**src/rtl/branch_predictor.sv**
```systemverilog
// branch_predictor: direct-mapped tagged BTB with saturating direction counters and mispredict statistics
module branch_predictor #(
    parameter int ENTRIES  = 16,
    parameter int CTR_BITS = 2,
    parameter int TAG_BITS = 8,
    parameter int CNT_W    = 16
) (
    input  logic             clk,
    input  logic             rst,
    input  logic             clr,
    input  logic [31:0]      lookup_pc,
    output logic             predict_taken,
    output logic [31:0]      predict_target,
    input  logic             update_valid,
    input  logic [31:0]      update_pc,
    input  logic             update_taken,
    input  logic [31:0]      update_target,
    input  logic             update_pred_taken,
    input  logic [31:0]      update_pred_target,
    output logic             mispredict,
    output logic [CNT_W-1:0] branch_count,
    output logic [CNT_W-1:0] mispredict_count
);
    localparam int IDX_BITS = $clog2(ENTRIES);
    localparam logic [CTR_BITS-1:0] WT  = CTR_BITS'(1) << (CTR_BITS - 1);
    localparam logic [CTR_BITS-1:0] WNT = WT - CTR_BITS'(1);

    logic                r_valid  [ENTRIES];
    logic [TAG_BITS-1:0] r_tag    [ENTRIES];
    logic [31:0]         r_target [ENTRIES];
    logic [CTR_BITS-1:0] r_ctr    [ENTRIES];
    logic [CNT_W-1:0]    r_branch_count;
    logic [CNT_W-1:0]    r_mispredict_count;

    logic [IDX_BITS-1:0] w_l_idx;
    logic [TAG_BITS-1:0] w_l_tag;
    logic [IDX_BITS-1:0] w_u_idx;
    logic [TAG_BITS-1:0] w_u_tag;
    logic                w_u_hit;
    logic [CTR_BITS-1:0] w_u_ctr;
    logic [CTR_BITS-1:0] w_u_ctr_next;
    logic                w_unused;

    assign w_l_idx  = lookup_pc[IDX_BITS+1:2];
    assign w_l_tag  = lookup_pc[TAG_BITS+IDX_BITS+1:IDX_BITS+2];
    assign w_u_idx  = update_pc[IDX_BITS+1:2];
    assign w_u_tag  = update_pc[TAG_BITS+IDX_BITS+1:IDX_BITS+2];
    assign w_unused = ^{lookup_pc, update_pc};

    always_comb begin
        predict_taken  = r_valid[w_l_idx] && (r_tag[w_l_idx] == w_l_tag) && r_ctr[w_l_idx][CTR_BITS-1];
        predict_target = predict_taken ? r_target[w_l_idx] : lookup_pc + 32'd4;
        mispredict     = update_valid && ((update_pred_taken != update_taken) ||
                                          (update_taken && (update_pred_target != update_target)));
        w_u_hit        = r_valid[w_u_idx] && (r_tag[w_u_idx] == w_u_tag);
        w_u_ctr        = r_ctr[w_u_idx];
        w_u_ctr_next   = !w_u_hit ? WT :
                         update_taken ? (&w_u_ctr ? w_u_ctr : w_u_ctr + CTR_BITS'(1)) :
                                        (w_u_ctr == '0 ? w_u_ctr : w_u_ctr - CTR_BITS'(1));
    end

    always_ff @(posedge clk or posedge rst) begin
        if (rst) begin
            for (int i = 0; i < ENTRIES; i++) begin
                r_valid[i]  <= 1'b0;
                r_tag[i]    <= '0;
                r_target[i] <= '0;
                r_ctr[i]    <= WNT;
            end
        end else if (clr) begin
            for (int i = 0; i < ENTRIES; i++) begin
                r_valid[i] <= 1'b0;
                r_ctr[i]   <= WNT;
            end
        end else if (update_valid && (w_u_hit || update_taken)) begin
            r_valid[w_u_idx] <= 1'b1;
            r_tag[w_u_idx]   <= w_u_tag;
            r_ctr[w_u_idx]   <= w_u_ctr_next;
            if (update_taken) r_target[w_u_idx] <= update_target;
        end
    end

    always_ff @(posedge clk or posedge rst) begin
        if (rst) begin
            r_branch_count     <= '0;
            r_mispredict_count <= '0;
        end else begin
            if (update_valid && !(&r_branch_count)) r_branch_count <= r_branch_count + CNT_W'(1);
            if (mispredict && !(&r_mispredict_count)) r_mispredict_count <= r_mispredict_count + CNT_W'(1);
        end
    end

    assign branch_count     = r_branch_count;
    assign mispredict_count = r_mispredict_count;
endmodule

```
**config.mk**
```make
export PLATFORM = sky130hd
export DESIGN_NAME = branch_predictor
export DESIGN_NICKNAME = d
export VERILOG_FILES = /design/src/rtl/branch_predictor.sv
export SDC_FILE = /design/constraint.sdc
export NUM_CORES = 2
export LEC_CHECK = 0
export BUFFER_PORTS_ARGS = -buffer_cell sky130_fd_sc_hd__buf_2
export CAP_MARGIN = 30
export CORE_UTILIZATION = 62
export CTS_CLUSTER_DIAMETER = 50
export DETAILED_ROUTE_END_ITERATION = 16
export PLACE_DENSITY = 0.81
export SKIP_LAST_GASP = 1
export SYNTH_ARGS = -nofsm -noshare
export SYNTH_HDL_FRONTEND = slang
export SYNTH_SLANG_ARGS = --single-unit
```
**constraint.sdc**
```tcl
create_clock -name clk -period 31.9 [get_ports clk]
set_input_delay 3.19 -clock clk [delete_from_list [all_inputs] [get_ports clk]]
set_output_delay 3.19 -clock clk [all_outputs]
set_load 0.005 [all_outputs]
```
==> qor.yml <==
run_status:
  status: "complete, no violations"
clock_network:
  cts_post_setup_buffers_inserted: 0
  cts.sink_count: 720
  cts_inserted_buffers: 77
  holdBufCountCts: 0
  cts_tree: "done"
  ctsResizeCount: 0
  root_buffer: "sky130_fd_sc_hd__clkbuf_16"
  worstSkewPairLatency_ns: 0.62
  clock_tree.buffer_depth: 3
  cts_max_level: 3
  clock_transition_at_path_regs_ns: 0.06
sta:
  finalSetupViolCount: 0
  fin_skew_ns: 0.0129
  slew_viol_final: 0
  final.setup.tns_ns: 0
  holdWs_ns: 0.487
  fin_crit_ns: 10.89
  slew-limit-headroom: 0.266
  timing_hold_violations_final: 0
  clock.fmax_mhz: 91.8
  worst_slew_pin_slew_ns: 1.10
  rsz_0062_raised_after_global_routing: "no"
  final_worst_path_period_share: 0.341
floorplan:
  fp.coreArea_sq_um: 56500
  dieWidth_um: 241
  fp.dieH_um: 241
  floorplan.io_pins: 200
  start_util: 0.629
  die_area_sq_um: 58300
  std_cell_rows: 87
yosys:
  ranking_of_synthesized_cells_by_instance_count: "sky130_fd_sc_hd__dfrtp_1 (704), sky130_fd_sc_hd__mux2_2 (652), sky130_fd_sc_hd__mux4_2 (235)"
  ys_dominant_reg_cell: "sky130_fd_sc_hd__dfrtp_1"
  synth-seq-cells: 720
  synth.top_cell.area_share: 0.496
  async_reset_ff_frac: 1.00
  synthesis.area_sq_um: 35500
  synth-edff-count: 0
  library_cell_with_the_largest_summed_area_after_synthesis: "sky130_fd_sc_hd__dfrtp_1"
  synth_warnings: 0
  synth.most_common_cell: "sky130_fd_sc_hd__dfrtp_1"
  ys_top_cells_by_area: "sky130_fd_sc_hd__dfrtp_1 (50%), sky130_fd_sc_hd__mux2_2 (21%), sky130_fd_sc_hd__mux4_2 (15%)"
  postSynthAreaPerCell_sq_um: 15.1
  post_synthesis_cell_type_count: 55
  post_synth_inst_count: 2353
  sequential_fraction_of_the_synthesis_area: 0.508
  synthesis.nets: 2490
detailed_routing:
  postRouteWirelength_mm: 91.0
  detail_route.vias_per_cell: 6.65
  first_pass_iters: 5
  antenna_violating_nets_post_route: 0
  post_drt_wl_per_cell_um: 27.7
  initialDrtViolationCount: 1852
  num_vias: 21800
  route.detailed.drc: 0
critical_path:
  endpoint_kind: "output pin"
  r2r_setup_slack_ns: 27.74
  crit_type: "primary input to output pin"
  worst_ep_arrival_time_ns: 7.70
  cp.required_ns: 28.71
  start_kind: "primary input"
  crit_fanout: 84
  r2r.worst_path.cells: 9
place:
  gp_routability_congestion: 0.850
  placedInstanceArea_sq_um: 37000
  dp_wirelength_mm: 53.7
  io_buffer_count: 179
finish:
  fin_area_sq_um: 39700
  area.growth.synth_to_final_pct: 11.9
  multi_input_comb_area_sq_um: 16600
  sequential_cell_area_sq_um: 18000
  layout-drive-gt1-share: 0.516
  fillCellCount: 3570
  num-nets-final: 2599
global_route:
  grt_overflow_total: 0
  grt_first_pass_wirelength_mm: 139
  groute.usage.overall: 0.326
  grt_antenna_before_repair: 11
  via_count_of_the_first_global_routing_pass: 23200
  grt_max_degree: 197
min_path:
  hp-class: "flip-flop to flip-flop"
  timing.hold.worst_path_depth: 1
power_and_ir_drop:
  total_power_uw: 2350
  power_density_nw_per_um2: 59.2
  vdd_drop_max_mv: 0.0820
  leakage_uw: 0.0182
job:
  drv_cap: 0
## final cells by class
class / instances / share of cell area
repair buffers: 221 / 0.0348
inverters: 30 / 0.00302
flip-flops and latches: 720 / 0.454
multi-input cells: 1412 / 0.419
clock buffers: 113 / 0.0570
clock inverters: 24 / 0.00850
well taps: 756 / 0.0238
diodes: 7 / 0.000441
## cells in the final DEF, fill, tap and decap left out, drive strengths merged, types with 15 or more instances in the layout
cell	instances
a221oi	15
mux4	235
nand3	32
clkbuf	114
a221o	17
dfstp	16
nand4	24
nor4	17
dfrtp	704
nor2	56
nand2b	22
mux2i	19
o21ai	19
nand2	52
inv	35
mux2	687
xnor2	50
xor2	52
buf	220
## where the power goes
group	leakage [uW]	internal (uW)	switching [uW]
combinational	0.00740	193	145
sequential	0.00953	1030	72.5
clock	0.00128	537	374
## cells by family after synthesis
group | Yosys count | share of synthesized area
buf+inv | 221 | 0.0263
xor+xnor | 102 | 0.0252
mux | 941 | 0.375
simple gates | 272 | 0.0442
fa+ha+maj | 5 | 0.00162
flops | 720 | 0.508
compound gates | 92 | 0.0197
## flip-flops by register name (all words and copies together) (netlist names)
signal	cells
r_target	512
r_valid	16
mispredict_count	16
r_ctr	32
branch_count	16
r_tag	128
## worst paths after layout
path / endpoint / from
max in group asynchronous: r_target[380]$_DFFE_PP0P_ / rst
worst min register to register: mispredict_count[9]$_DFFE_PP0P_ / mispredict_count[9]$_DFFE_PP0P_
worst max register to register: r_tag[123]$_DFFE_PP0P_ / r_tag[38]$_DFFE_PP0P_
worst max-delay path: predict_target[31] / lookup_pc[2]
worst min-delay path: mispredict_count[9]$_DFFE_PP0P_ / mispredict_count[9]$_DFFE_PP0P_
min in group asynchronous: branch_count[7]$_DFFE_PP0P_ / rst
## critical path: stages
cell and delay [ns]:
sky130_fd_sc_hd__buf_8 0.60, sky130_fd_sc_hd__buf_4 0.58, sky130_fd_sc_hd__buf_12 0.30, sky130_fd_sc_hd__mux4_2 0.54
sky130_fd_sc_hd__mux4_2 0.53, sky130_fd_sc_hd__xnor2_1 0.25, sky130_fd_sc_hd__nand3_1 0.11, sky130_fd_sc_hd__or4b_4 0.89
sky130_fd_sc_hd__mux2_2 0.46, sky130_fd_sc_hd__buf_2 0.15
## routing by layer
layer	track usage	routed length [um]	vias to the layer above
met1	0.428	35400	11700
met4	0.160	4270	10
met2	0.519	45200	824
met3	0.0720	6030	245
met5	0	69	-
li1	-	-	9066
## metrics by stage
| stage | worst slack (ns) | util | std cells |
|---|---|---|---|
| after floorplan | 8.54 | - | 2353 |
| after global placement | 20.80 | 0.653 | 3128 |
| after detailed placement | 20.80 | 0.654 | 3133 |
| after CTS | 20.77 | 0.700 | 3270 |
| after global routing | 20.66 | 0.703 | 3280 |
| final | 21.01 | 0.703 | 3283 |
Note: power is estimated with default switching activity, not from simulation.
